===== src/rtl/sync_fifo_ctrl_if.sv =====
// Handshake/status bundle for sync_fifo_ctrl: the writer/reader side is the master and the FIFO
// is the slave.
interface sync_fifo_ctrl_if #(
  parameter int unsigned DATA_WIDTH = 8,
  parameter int unsigned ADDR_WIDTH = 4
);
  logic [DATA_WIDTH-1:0] wdata;
  logic                  wr_en;
  logic                  rd_en;
  logic                  clr_err;
  logic [DATA_WIDTH-1:0] rdata;
  logic                  rvalid;
  logic                  full;
  logic                  empty;
  logic                  almost_full;
  logic                  almost_empty;
  logic [ADDR_WIDTH:0]   count;
  logic                  overflow;
  logic                  underflow;

  modport master (
    output wdata, wr_en, rd_en, clr_err,
    input  rdata, rvalid, full, empty, almost_full, almost_empty, count, overflow, underflow
  );

  modport slave (
    input  wdata, wr_en, rd_en, clr_err,
    output rdata, rvalid, full, empty, almost_full, almost_empty, count, overflow, underflow
  );
endinterface


===== src/rtl/sync_fifo_ctrl.sv =====
// Single-clock FIFO with occupancy count, threshold flags and sticky error flags.
// Define SYNC_FIFO_FWFT_EN for first-word fall-through reads; default is a registered read port.
module sync_fifo_ctrl #(
  parameter int unsigned DATA_WIDTH    = 8,
  parameter int unsigned ADDR_WIDTH    = 4,
  parameter int unsigned AFULL_THRESH  = (1 << ADDR_WIDTH) - 2,
  parameter int unsigned AEMPTY_THRESH = 2
) (
  input logic            clk,
  input logic            rst_n,
  sync_fifo_ctrl_if.slave bus
);
  localparam int unsigned FIFO_DEPTH = 1 << ADDR_WIDTH;
  localparam int unsigned CNT_W      = ADDR_WIDTH + 1;
  localparam logic [CNT_W-1:0] DepthCnt  = CNT_W'(FIFO_DEPTH);
  localparam logic [CNT_W-1:0] AfullCnt  = CNT_W'(AFULL_THRESH);
  localparam logic [CNT_W-1:0] AemptyCnt = CNT_W'(AEMPTY_THRESH);

  logic [DATA_WIDTH-1:0] mem_q [FIFO_DEPTH];
  logic [ADDR_WIDTH-1:0] wptr_q, wptr_d, rptr_q, rptr_d;
  logic [CNT_W-1:0]      count_q, count_d;
  logic                  overflow_q, overflow_d, underflow_q, underflow_d;
  logic                  full, empty, wr_ok, rd_ok;

  assign full  = (count_q == DepthCnt);
  assign empty = (count_q == '0);
  assign rd_ok = bus.rd_en & ~empty;
  // A read frees a slot in the same cycle, so a full FIFO still accepts a paired write.
  assign wr_ok = bus.wr_en & (~full | rd_ok);

  always_comb begin
    wptr_d  = wptr_q;
    rptr_d  = rptr_q;
    count_d = count_q;
    if (wr_ok) wptr_d = wptr_q + ADDR_WIDTH'(1);
    if (rd_ok) rptr_d = rptr_q + ADDR_WIDTH'(1);
    case ({wr_ok, rd_ok})
      2'b10:   count_d = count_q + CNT_W'(1);
      2'b01:   count_d = count_q - CNT_W'(1);
      default: count_d = count_q;
    endcase
    // Set has priority over clear.
    overflow_d  = (bus.wr_en & ~wr_ok) | (overflow_q & ~bus.clr_err);
    underflow_d = (bus.rd_en & ~rd_ok) | (underflow_q & ~bus.clr_err);
  end

  always_ff @(posedge clk or negedge rst_n) begin
    if (!rst_n) begin
      wptr_q      <= '0;
      rptr_q      <= '0;
      count_q     <= '0;
      overflow_q  <= 1'b0;
      underflow_q <= 1'b0;
    end else begin
      wptr_q      <= wptr_d;
      rptr_q      <= rptr_d;
      count_q     <= count_d;
      overflow_q  <= overflow_d;
      underflow_q <= underflow_d;
    end
  end

  always_ff @(posedge clk) begin
    if (wr_ok) mem_q[wptr_q] <= bus.wdata;
  end

`ifdef SYNC_FIFO_FWFT_EN
  assign bus.rdata  = mem_q[rptr_q];
  assign bus.rvalid = ~empty;
`else
  logic [DATA_WIDTH-1:0] rdata_q;
  logic                  rvalid_q;

  always_ff @(posedge clk or negedge rst_n) begin
    if (!rst_n) begin
      rdata_q  <= '0;
      rvalid_q <= 1'b0;
    end else begin
      rvalid_q <= rd_ok;
      if (rd_ok) rdata_q <= mem_q[rptr_q];
    end
  end

  assign bus.rdata  = rdata_q;
  assign bus.rvalid = rvalid_q;
`endif

  assign bus.full         = full;
  assign bus.empty        = empty;
  assign bus.almost_full  = (count_q >= AfullCnt);
  assign bus.almost_empty = (count_q <= AemptyCnt);
  assign bus.count        = count_q;
  assign bus.overflow     = overflow_q;
  assign bus.underflow    = underflow_q;
endmodule

===== src/flat_wrapper.sv =====
// flat-port wrapper written by rule: the top's interface ports become plain ports
module sync_fifo_ctrl_flat 
#(
  parameter int unsigned DATA_WIDTH    = 8,
  parameter int unsigned ADDR_WIDTH    = 4,
  parameter int unsigned AFULL_THRESH  = (1 << ADDR_WIDTH) - 2,
  parameter int unsigned AEMPTY_THRESH = 2
)
  (clk, rst_n, bus_wdata, bus_wr_en, bus_rd_en, bus_clr_err, bus_rdata, bus_rvalid, bus_full, bus_empty, bus_almost_full, bus_almost_empty, bus_count, bus_overflow, bus_underflow);
  sync_fifo_ctrl_if #(.DATA_WIDTH(DATA_WIDTH), .ADDR_WIDTH(ADDR_WIDTH)) bus_i ();
  input logic clk;
  input logic rst_n;
  input wire logic [$bits(bus_i.wdata)-1:0] bus_wdata;
  input wire logic [$bits(bus_i.wr_en)-1:0] bus_wr_en;
  input wire logic [$bits(bus_i.rd_en)-1:0] bus_rd_en;
  input wire logic [$bits(bus_i.clr_err)-1:0] bus_clr_err;
  output wire logic [$bits(bus_i.rdata)-1:0] bus_rdata;
  output wire logic [$bits(bus_i.rvalid)-1:0] bus_rvalid;
  output wire logic [$bits(bus_i.full)-1:0] bus_full;
  output wire logic [$bits(bus_i.empty)-1:0] bus_empty;
  output wire logic [$bits(bus_i.almost_full)-1:0] bus_almost_full;
  output wire logic [$bits(bus_i.almost_empty)-1:0] bus_almost_empty;
  output wire logic [$bits(bus_i.count)-1:0] bus_count;
  output wire logic [$bits(bus_i.overflow)-1:0] bus_overflow;
  output wire logic [$bits(bus_i.underflow)-1:0] bus_underflow;
  assign bus_i.wdata = bus_wdata;
  assign bus_i.wr_en = bus_wr_en;
  assign bus_i.rd_en = bus_rd_en;
  assign bus_i.clr_err = bus_clr_err;
  assign bus_rdata = bus_i.rdata;
  assign bus_rvalid = bus_i.rvalid;
  assign bus_full = bus_i.full;
  assign bus_empty = bus_i.empty;
  assign bus_almost_full = bus_i.almost_full;
  assign bus_almost_empty = bus_i.almost_empty;
  assign bus_count = bus_i.count;
  assign bus_overflow = bus_i.overflow;
  assign bus_underflow = bus_i.underflow;
  sync_fifo_ctrl #(.DATA_WIDTH(DATA_WIDTH), .ADDR_WIDTH(ADDR_WIDTH), .AFULL_THRESH(AFULL_THRESH), .AEMPTY_THRESH(AEMPTY_THRESH)) u_core (.clk(clk), .rst_n(rst_n), .bus(bus_i));
endmodule

===== config.mk =====
export PLATFORM = sky130hd
export DESIGN_NAME = sync_fifo_ctrl_flat
export DESIGN_NICKNAME = d
export VERILOG_FILES = /design/src/rtl/sync_fifo_ctrl_if.sv /design/src/rtl/sync_fifo_ctrl.sv /design/src/flat_wrapper.sv
export SDC_FILE = /design/constraint.sdc
export NUM_CORES = 1
export LEC_CHECK = 0
export BUFFER_PORTS_ARGS = -buffer_cell sky130_fd_sc_hd__clkbuf_2
export CORE_UTILIZATION = 51
export CTS_CLUSTER_SIZE = 28
export DETAILED_ROUTE_END_ITERATION = 7
export PLACE_DENSITY = 0.71
export SLEW_MARGIN = 20
export SYNTH_ARGS = -nofsm -noshare
export SYNTH_HDL_FRONTEND = slang
export SYNTH_SLANG_ARGS = --single-unit

===== constraint.sdc =====
create_clock -name clk -period 2.95 [get_ports clk]
set_input_delay 0 -clock clk [delete_from_list [all_inputs] [get_ports clk]]
set_output_delay 0 -clock clk [all_outputs]
set_load 0.02 [all_outputs]

Word-level counts from Yosys, hierarchy flattened
Memories as Yosys holds them, arrays and structs flattened. A register that Yosys moved wholly into a read port is not among the register bits. Index checks and enable logic that the tools add are counted.

Memories kept: 1. Memory bits (writable): 128. Latch bits: 0. Logic and storage cells: 36. Flip-flop bits (word level): 16. Input port bits: 13. Bits in read-only memories: 0.

Memories: u_core.mem_q (depth 16, bits a word 8, rd ports 1, clocked after Yosys merged registers in 1, wr ports 1, line sync_fifo_ctrl.sv:19) `logic [DATA_WIDTH-1:0] mem_q [FIFO_DEPTH];`.

$lt $le $gt $ge: 2. Div/mod/pow operators: 0. Add/sub/neg operators: 4. Multipliers: 0. Bitwise logic cells: 14. Mux-type cells: 3. Reduce and logical (&&, ||, !) cells: 3. Shift-type cells: 0. Eq/ne operators: 3.

Operator list (number): $pmux 5 s2 (1); $add 4x1->4 const B (2); $and 1x1->1 (6); $add 5x1->5 const B (1); $eq 5x5->1 const B (1); $ge 5x4->1 const B (1); $le 5x2->1 const B (1); $logic_not 5->1 (1); $not 1->1 (5); $sub 5x1->5 const B (1); $or 1x1->1 (3); $eq 2x1->1 const B (1); $eq 2x2->1 const B (1); $mux 1 (2); $reduce_bool 2->1 (1); $logic_not 1->1 (1).

Logic depth before layout (Yosys ltp)
Depth after elaboration: 8. Gate-level depth with buffers: 10.

Worst setup path after synthesis
No wires, ideal clock.

Kind: register -> register. Start: reg u_core.count_q[4] (netlist: u_core.bus.count[4]). End: reg u_core.count_q[4] (netlist: u_core.bus.count[4]). Arrival: 2.490 ns. Path slack: 0.369 ns. Setup time: 0.091 ns. Required time: 2.859 ns. Cell stages (with the launch flop): 11. Cells stage by stage: dfrtp_1 -> or3_4 -> o31a_4 -> nand2b_4 -> inv_1 -> ha_1 -> nor2b_1 -> o21ai_0 -> nand3b_1 -> o32a_1 -> o221ai_1.

Word-level cells in the longest chain between the ends: 7. Elaborated cells on any way between the ends: 13. Classes of those cells: add/sub: 2; eq/ne: 3; mux: 1; bitwise: 5; reduce/logical: 2.

Ends and longest elaborated chain: from (decl) (line sync_fifo_ctrl.sv:21) `logic [CNT_W-1:0] count_q, count_d;`; from (signal assigned) (line sync_fifo_ctrl.sv:57) `count_q <= count_d;`; $logic_not 5->1 (line sync_fifo_ctrl.sv:26) `assign empty = (count_q == '0);`; $not 1->1 (line sync_fifo_ctrl.sv:27) `assign rd_ok = bus.rd_en & ~empty;`; $and 1x1->1 (line sync_fifo_ctrl.sv:27); $or 1x1->1 (line sync_fifo_ctrl.sv:29) `assign wr_ok = bus.wr_en & (~full | rd_ok);`; $and 1x1->1 (line sync_fifo_ctrl.sv:29); $eq 2x1->1 or $eq 2x2->1 (tied branches) (line sync_fifo_ctrl.sv:37) `case ({wr_ok, rd_ok})`; $pmux 5 s2 or $reduce_bool 2->1 (tied branches).

Parallel ways exist; a longest one is shown, timed or not. A chain may end at the register's enable or synchronous reset.

Final worst setup path
Same ends and word-level chain as after synthesis.

==> reports/results.tsv <==
metric	value	unit
Ys Warns	0	
asr flop ratio synth	15.8	%
Data arrival, critical path	2.96	ns
Clock Latency Late Sink	0.42	ns
crit path launch type	flip-flop	
P&R area growth vs syn	16.5	%
standard-cell rows	40	
Setup TNS	0	ns
postcts setup bufs	0	
critical path class	flip-flop to flip-flop	
initial antenna violation count	0	
Detail Route Antenna Nets	0	
Yosys cell types	44	
Leak Pwr	2.64	nW
port bufs	32	
Synth Instances	325	
layout cells sized above 1	26.7	%
Via Count	3108	
flops & latches, synth	152	
DR DRC count	0	
number of global-route vias before repair	3145	
Slew HR	45.3	%
total wire length	11100	um
Slowest cell on crit path	dfrtp_1	
fillers	865	
CTS Sinks	152	
RSZ-0062 raised after global routing	no	
ys flop type	edfxtp_1	
reg2reg path depth	10	
HP Start	bus_wdata[5]	
sink of the worst hold path	u_core.mem_q[8][5]	
I/O Pins	33	
register area share after synthesis	70.7	%
Crit. End Element	flip-flop	
die area	12800	sq um
Clock transition at path regs	0.06	ns
worst path cell trace	or3_4 > o31a_4 > nand2b_4 > inv_1 > ha_1 > nor2b_1 > o21ai_0 > nor2b_1 > o32a_1 > o221ai_1	
maximum root-to-sink buffer count	2	
worst flop-to-flop path startpoint	u_core.bus.count[4]	
Hold Path Cell Cnt	1	
Worst Path Max Fanout	6	
first-pass GRT wire length	17400	um
Initial DRC Count	231	
H-tree depth	4	
Nets	402	
hold_ws	0.00705	ns
cell mode on critical path	nor2b_1	
n_diodes	0	
Vias per Instance	5.76	
Post-synth EDFFs	128	
Starting Density	52.3	%
WP data required	3.24	ns
Final setup viols	0	
Hold Crit Class	input pin to flip-flop	
Final min period	2.67	ns
flop-to-flop setup slack	0.28	ns
DIE WIDTH	113	um
# resized after CTS	0	
critical path launch point	u_core.bus.count[4]	
measured slew at the worst slew-check pin	0.820	ns
DIE HEIGHT	113	um
syn_area_per_cell	19.3	sq um
core area	12000	sq um
WL/cell	20.6	um
dpl hpwl	7290	um
DRT Pass-1 Iters	4	
Post-Syn Area	6290	sq um
maximum VDD drop	441	uV
CTS root buf	clkbuf_16	
status	completed	
largest net degree at the start of global routing	35	
CTS tree	yes	
GP Congestion	0.748	
total grt overflow	0	
TritonCTS buffer count	17	
Final Slew Violations	0	
Total GRT Usage	19.1	%
crit share post-route	90.5	%
CP peak stage delay	0.43	ns
Layout Skew	0.00723	ns
Syn Nets	347	
total of max-cap violations	0	
FF-to-FF End	u_core.bus.count[4]	
Final Hold Viols	0	
PwrDens	972	nW/um^2
achievable frequency	0.374	GHz
## placed cells by master (no fill, tap or decap), drive strengths merged, types with 3 or more instances in the layout
| master | count |
|---|---|
| nand2b | 3 |
| dlygate4sd3 | 7 |
| inv | 20 |
| o22ai | 8 |
| a21oi | 10 |
| dfrtp | 24 |
| o21ai | 3 |
| nor2 | 4 |
| buf | 13 |
| nor4 | 5 |
| ha | 8 |
| clkbuf | 49 |
| a211oi | 8 |
| xnor2 | 8 |
| nor2b | 10 |
| nand2 | 7 |
| edfxtp | 128 |
| mux2 | 11 |
| and2 | 8 |
| mux4 | 32 |
## metal layers
layer / track usage [%] / wire (um) / vias up
met5: 0 / 0 / -
met4: 8.42 / 196 / 0
met3: 4.12 / 450 / 16
met2: 31.9 / 5680 / 75
met1: 24.2 / 4790 / 1575
li1: - / - / 1442
## flip-flops by register name, summed over array words and instances (netlist names)
register              count
u_core.bus.overflow       1
u_core.mem_q            128
u_core.bus.rdata          8
u_core.wptr_q             4
u_core.bus.rvalid         1
u_core.rptr_q             4
u_core.bus.underflow      1
u_core.bus.count          5
## critical path: cells and delay by family, from the launching register on
| family | cells | cell delay (ns) |
|---|---|---|
| fa+ha+maj | 1 | 0.31 |
| compound gates | 4 | 0.81 |
| flops | 1 | 0.43 |
| buf+inv | 1 | 0.07 |
| simple gates | 4 | 0.91 |
## kinds of logic after synthesis
group | count (synthesis) | share of synthesized area (%)
multiplexers | 44 | 15.1
flip-flops | 152 | 70.7
AO/OA/AOI/OAI | 38 | 4.22
adder cells (fa/ha/maj) | 9 | 1.91
XOR/XNOR | 9 | 1.25
buffers and inverters | 27 | 2.21
AND/OR/NAND/NOR | 46 | 4.56
## cells in the mapped netlist (2+ instances only)
| cell | instances | area [sq um] |
|---|---|---|
| a211oi_1 | 8 | 60.1 |
| a21oi_1 | 10 | 50.1 |
| and2_1 | 8 | 50.1 |
| buf_2 | 3 | 15.0 |
| buf_6 | 4 | 45.0 |
| clkbuf_1 | 8 | 30.0 |
| dfrtp_1 | 24 | 601 |
| edfxtp_1 | 128 | 3840 |
| ha_1 | 8 | 100 |
| inv_1 | 11 | 41.3 |
| mux2_2 | 9 | 101 |
| mux2_4 | 2 | 30.0 |
| mux4_1 | 24 | 631 |
| mux4_2 | 8 | 180 |
| nand2_1 | 6 | 22.5 |
| nand2b_1 | 2 | 12.5 |
| nand3_1 | 2 | 10.0 |
| nand4_1 | 2 | 12.5 |
| nor2_1 | 4 | 15.0 |
| nor2b_1 | 10 | 62.6 |
| nor3b_1 | 2 | 15.0 |
| nor4_1 | 4 | 25.0 |
| o21ai_0 | 2 | 10.0 |
| o221ai_1 | 2 | 17.5 |
| o22ai_1 | 8 | 50.1 |
| xnor2_1 | 8 | 70.1 |
## through the flow
step / cells / cell area, sq um / setup slack [ns] / power [mW] / utilization [%]
floorplan: 325 / 6290 / 0.369 / 4.44 / -
global placement: 501 / 6640 / 0.371 / 4.91 / 55.3
detailed placement: 501 / 6640 / 0.306 / 4.98 / 55.3
CTS: 540 / 7320 / 0.298 / 7.18 / 60.9
global route: 540 / 7330 / 0.143 / 7.45 / 61.0
finish: 540 / 7330 / 0.280 / 7.12 / 61.0
## final cells by class
| type | instances | area (sq um) | area share [%] |
|---|---|---|---|
| multi-input cells | 146 | 1720 | 23.5 |
| well taps | 147 | 184 | 2.51 |
| clock inverters | 15 | 179 | 2.44 |
| repair buffers | 52 | 328 | 4.47 |
| clock buffers | 17 | 425 | 5.81 |
| inverters | 11 | 41.3 | 0.564 |
| flip-flops and latches | 152 | 4440 | 60.7 |
## repair_timing
item	CTS	global route
hold endpoints to repair	59	0
hold buffers	7	0
setup endpoints to repair	0	0
## power breakdown
group          internal [mW]  total, mW  switching [mW]  leakage (nW)
Sequential              2.66       2.98           0.320          1.44
Combinational          0.970       1.95           0.983         0.906
Clock                   1.28       2.18           0.904         0.292
## worst max-delay path by stage
| stage | end | slack, ns | depth (start not counted) |
|---|---|---|---|
| 2_1_floorplan | u_core.bus.count[4] | 0.37 | 10 |
| 3_3_place_gp | u_core.bus.count[4] | 0.37 | 10 |
| 3_5_place_dp | u_core.bus.count[4] | 0.31 | 10 |
| 4_1_cts | u_core.bus.count[4] | 0.30 | 10 |
| 5_1_grt | u_core.bus.count[4] | 0.14 | 10 |
| 6_report | u_core.bus.count[4] | 0.28 | 10 |
Note: power is estimated with default switching activity, not from simulation.
